<file path="src/rtl/div32x32.sv">
// -----------------------------------------------------------------------------
// div32x32 -- iterative 32-bit unsigned restoring divider (radix-2).
// Produces one quotient bit per clock with a fixed 32-cycle latency.
// Companion to mult32x32 and uses the same start/busy handshake.
//
// Ports:
//   clk          in   1   clock, rising edge
//   reset        in   1   asynchronous, active-high reset
//   start        in   1   request a division (sampled only while idle)
//   a            in  32   dividend, unsigned
//   b            in  32   divisor, unsigned
//   busy         out  1   high while a division is in progress
//   quotient     out 32   floor(a/b), held until the next accepted start
//   remainder    out 32   a mod b, held until the next accepted start
//   div_by_zero  out  1   last accepted division had b == 0
// -----------------------------------------------------------------------------
module div32x32 (
  input  logic        clk,
  input  logic        reset,
  input  logic        start,
  input  logic [31:0] a,
  input  logic [31:0] b,
  output logic        busy,
  output logic [31:0] quotient,
  output logic [31:0] remainder,
  output logic        div_by_zero
);

  typedef enum logic {IDLE, CALC} state_t;

  state_t      state_q;
  logic [31:0] d_q;       // latched divisor
  logic [31:0] q_q;       // dividend bits shift out, quotient bits shift in
  logic [31:0] r_q;       // working remainder; always < divisor, so 32 bits suffice
  logic [4:0]  cnt_q;     // iteration counter
  logic        busy_q;
  logic [31:0] quot_q;
  logic [31:0] rem_q;
  logic        dbz_q;

  logic [32:0] t_d;       // shifted partial remainder
  logic [32:0] diff_d;    // t - d; bit 32 is the borrow
  logic        ge_d;
  logic [31:0] r_d;
  logic [31:0] q_d;

  // One restoring step. The 33-bit subtract keeps r[31] from overflowing.
  always_comb begin
    t_d    = {r_q, q_q[31]};
    diff_d = t_d - {1'b0, d_q};
    ge_d   = ~diff_d[32];
    r_d    = ge_d ? diff_d[31:0] : t_d[31:0];
    q_d    = {q_q[30:0], ge_d};
  end

  // Control FSM and datapath registers.
  always_ff @(posedge clk or posedge reset) begin
    if (reset) begin
      state_q <= IDLE;
      d_q     <= '0;
      q_q     <= '0;
      r_q     <= '0;
      cnt_q   <= '0;
      busy_q  <= 1'b0;
      quot_q  <= '0;
      rem_q   <= '0;
      dbz_q   <= 1'b0;
    end else begin
      case (state_q)
        IDLE: begin
          if (start) begin
            d_q     <= b;
            q_q     <= a;
            r_q     <= '0;
            cnt_q   <= '0;
            quot_q  <= '0;
            rem_q   <= '0;
            dbz_q   <= 1'b0;
            busy_q  <= 1'b1;
            state_q <= CALC;
          end
        end
        CALC: begin
          r_q   <= r_d;
          q_q   <= q_d;
          cnt_q <= cnt_q + 5'd1;
          // Final iteration: publish this step's results directly.
          if (cnt_q == 5'd31) begin
            quot_q  <= q_d;
            rem_q   <= r_d;
            dbz_q   <= (d_q == 32'd0);
            busy_q  <= 1'b0;
            state_q <= IDLE;
          end
        end
        default: state_q <= IDLE;
      endcase
    end
  end

  assign busy        = busy_q;
  assign quotient    = quot_q;
  assign remainder   = rem_q;
  assign div_by_zero = dbz_q;

endmodule

</file>
<file path="config.mk">
export PLATFORM = sky130hd
export DESIGN_NAME = div32x32
export DESIGN_NICKNAME = d
export VERILOG_FILES = /design/src/rtl/div32x32.sv
export SDC_FILE = /design/constraint.sdc
export NUM_CORES = 1
export LEC_CHECK = 0
export ABC_AREA = 1
export CORE_ASPECT_RATIO = 2
export CORE_MARGIN = 2
export CORE_UTILIZATION = 40
export DETAILED_ROUTE_END_ITERATION = 6
export SETUP_SLACK_MARGIN = 0.5
export SLEW_MARGIN = 25
export SYNTH_ARGS = -nofsm -noshare
export SYNTH_HDL_FRONTEND = slang
export SYNTH_SLANG_ARGS = --single-unit
</file>
<file path="constraint.sdc">
create_clock -name clk -period 9.4 [get_ports clk]
set_input_delay 1.88 -clock clk [delete_from_list [all_inputs] [get_ports clk]]
set_output_delay 1.88 -clock clk [all_outputs]
set_load 0.03 [all_outputs]
</file>
# After elaboration in Yosys (flattened, before gate mapping)
# Cells that the tools add are included.
# Widths: inputs -> output; s select.
# op_classes
add_sub_neg	2
mul	0
n_div	0
magnitude_cmp	0
n_eq_ne	3
shift	0
muxes	20
n_bitwise	2
n_reduce_logical	3
# ops
cell	count
$pmux 32 s2	4
$mux 32	5
$sub 33x32->33	1
$logic_not 32->1	1
$pmux 5 s2	1
$mux 1	6
$pmux 1 s2	3
$add 5x1->5 const B	1
$eq 5x5->1 const B	1
$mux 5	1
$reduce_and 2->1	2
$ne 2x1->1 const B	1
$ne 2x2->1 const B	1
$not 1->1	2
# word_totals
reg_bits	168
latchBits	0
ramBits	0
mem_bits_ro	0
in_bits	67
output_inout_bits	66
wordCells	39
memories	0

# Longest topological paths before layout
# depth
word_depth	4
ltp_mapped	18
depth_no_buf	17

# Worst setup path before layout
# No wires, ideal clock.
# synth_timing
kind	in2reg
from	input port start
to	register q_q[10]
setup_time_ps	69
arrival_time_ps	2872
t_required_ps	9331
slack_ps	6460
path_stages	6
path_buffers	2
cell_sequence	inv_1 -> nor2_1 -> buf_2 -> buf_1 -> nand2_1 -> nand3_1
# synth_via
elab_chain_len	1
# synth_lines
item	line_no	source
start, declared	20	input logic start,
$ne 2x2->1 (no source line)	-	
end signal, assigned	85	q_q <= q_d;
end, declared	33	logic [31:0] q_q;
# Every way passes these cells.
# A chain may end at the register's enable or synchronous reset.

# Worst setup path after layout
# layout_timing
from	input port start
to	register rem_q[20] (netlist: remainder[20])
# layout_via
elab_chain_len	2
# layout_lines
item	line_no	source
$ne 2x2->1 (no source line)	-	
$reduce_and 2->1 (no source line)	-	
end signal, assigned	90	rem_q <= r_d;
end, declared	38	logic [31:0] rem_q;
# Every way passes these cells.

==> metrics.txt <==
outcome=complete, no violations; Worst-Margin Slew=1.16 ns; critical path class=primary input to flop; met2 wire len=approximately 16000 µm; largest net degree at the start of global routing=99; routability cong.=between 0.8 and 0.9; chip width=around 120 µm; syn_area_per_cell=~7.3 µm²; vias per inst=about 5; grt ovf=0; Die H=around 230 µm; hold path cells=2; post-synthesis net count=around 1500; placed cells=~1800; wirelength, routed=~29000 µm; area grow syn2layout=20.8%; Worst R2R End=remainder[20]$_DFFE_PP0P_; fin crit period=3.88 ns; Crit path arrival time=approximately 4.2 ns; worst reg-to-reg path cell count=12; share of cells above drive strength 1=6.80%; DR vias=slightly below 9000; Worst R2R Start=cnt_q[0]$_DFFE_PP0P_; DRC violations left=0; commonest non-fill, non-tap cell in the layout=nand2_1; drt first pass iters=5; distinct cell type count after synthesis=42; clock-pin slew on the worst setup and hold paths=0.06 ns; met1 WL=about 11000 µm; Yosys reg bits=168; top routing layer used=met4; Root Buffer=clkbuf_16; MaxCap Viol Count=0; Final HPWL DP=about 21000 µm; first-pass GRT wire length=about 47000 µm; H-tree depth=4; Max Freq=approximately 0.26 GHz; antenna violations before repair=0; Worst setup SP type=primary input; cell row count=between 80 and 90; Post-CTS Repair Setup Buffers=0; CTS tree=done; Final Max Slew Viols=0; CTS sink cnt=approximately 170; Max Fanout on Critical Path=65; CP endpoint kind=flop; Final TNS setup=0 ns; synth top area cells=dfrtp_1 (42%), nand2_1 (21%), inv_1 (6.4%), nand3_1 (6.3%), ha_1 (4.3%); mapped cell area=approximately 0.010 mm²; GRT Overall Usage=about a quarter; Final Hold Viols=0; post-CTS sizing=0; clk_lat worst skew=approximately 0.45 ns; PortBufs=132; hold path endpoint=remainder[13]$_DFFE_PP0P_; cts hold-fix bufs=0; RSZ-0062 raised after global routing=false; Layout Nets=1575; Setup-failing EPs final=0; Bufs on Longest Clock Path=2; total CTS buffers=17; Reg2Reg Setup Slack=between 6 and 7 ns; routed len/inst=about 16 µm; critical hold path startpoint=remainder[13]$_DFFE_PP0P_; vias in the first global route=9098; core area=roughly 0.025 mm²; Critical Path Start=start; I/O pins=133; Hold WC Path Type=flop to flop; Starting Density=between 40% and 50%; worst path required time=slightly below 10 ns; dpl cell area=0.0114 mm²; largest area contributor in the netlist=dfrtp_1; Final Non-Filler Cells=around 1800; initial drt markers=343; ANT cells=0; commonest non-fill, non-tap cells in the layout=nand2_1 (555), inv_1 (169), dfrtp_1 (167); sequential share of the synthesized area=42.2%; Yosys top cell area share=42.2%; fill count=about 2600; Design Area, Final=roughly 0.012 mm²; worst rel slew slack=between 20 and 25%; total die area=0.0263 mm²; met3 wire length=approximately 1100 µm; antenna viol nets, final=0; synth warn=0; period utilisation layout=about two fifths; cell count after synthesis=~1400; clk_skew=~0.014 ns
-- sequential cells by signal (all words and copies together) (netlist names) --
| name | flops |
|---|---|
| q_q | 32 |
| state_q | 1 |
| cnt_q | 5 |
| div_by_zero | 1 |
| remainder | 32 |
| r_q | 32 |
| quotient | 32 |
| busy | 1 |
| d_q | 32 |
-- Yosys cell counts, drive strengths merged --
cell,instances
nand2,579
inv,171
dfrtp,168
nand3,149
o21ai,74
nor2,49
ha,34
clkbuf,31
a21oi,23
buf,19
nand4,15
xor2,12
nor3,8
a22oi,6
and2,5
a21o,4
o211ai,3
o21bai,3
o221ai,3
a22o,2
nor4,2
and3,1
clkinv,1
fa,1
nand3b,1
or2,1
-- worst max path at each step --
stage                                      endpoint  slack, ns  cells after the start
final                     remainder[20]$_DFFE_PP0P_       5.52                      9
after global routing      remainder[14]$_DFFE_PP0P_       5.28                      9
after CTS                 remainder[20]$_DFFE_PP0P_       5.48                      9
after detailed placement  remainder[20]$_DFFE_PP0P_       4.98                      9
after global placement    remainder[16]$_DFFE_PP0P_       5.06                      9
after floorplan                    busy$_DFFE_PP0P_       2.97                      1
-- critical path: stages --
cell and delay [ns]:
clkdlybuf4s50_1 0.46, inv_1 0.12, nor2_4 0.05, nor2_4 0.45, buf_4 0.64, inv_1 0.09
buf_4 0.30, nand3_1 0.15, nand2_1 0.06
-- cell type report --
| cell class | count | area [µm²] | share of cell area (%) |
|---|---|---|---|
| Tap cell | 332 | 415 | 3.45 |
| Timing Repair Buffer | 139 | 1400 | 11.6 |
| Sequential cell | 168 | 4210 | 34.9 |
| Inverter | 172 | 651 | 5.40 |
| Clock inverter | 15 | 141 | 1.17 |
| Multi-Input combinational cell | 975 | 4810 | 39.9 |
| Clock buffer | 17 | 425 | 3.53 |
-- per-stage QoR --
| step | setup slack [ns] | hold slack [ns] | util, % |
|---|---|---|---|
| after floorplan | 2.97 | 0.458 | - |
| after CTS | 5.48 | 0.485 | 49.0 |
| after detailed placement | 4.98 | 0.469 | 46.7 |
| after global placement | 5.06 | 0.466 | 46.7 |
| after global routing | 5.28 | 0.497 | 49.1 |
| final | 5.52 | 0.478 | 49.1 |
-- cells by family after synthesis --
logic type,synth area share (%)
buffers and inverters,9.82
AOI/OAI and AO/OA,6.89
and+or+nand+nor,35.6
xor gates and xnor gates,1.05
DFF,42.2
adders and majority gates,4.47
-- routing by layer --
layer,up-vias,track usage (%)
met5,-,0
met4,0,11.6
met3,57,4.13
met2,198,43.4
met1,4139,24.8
li1,4504,-
Power is not shown: default switching activity piles up to over one toggle a cycle in this logic, so the estimate is an artifact.
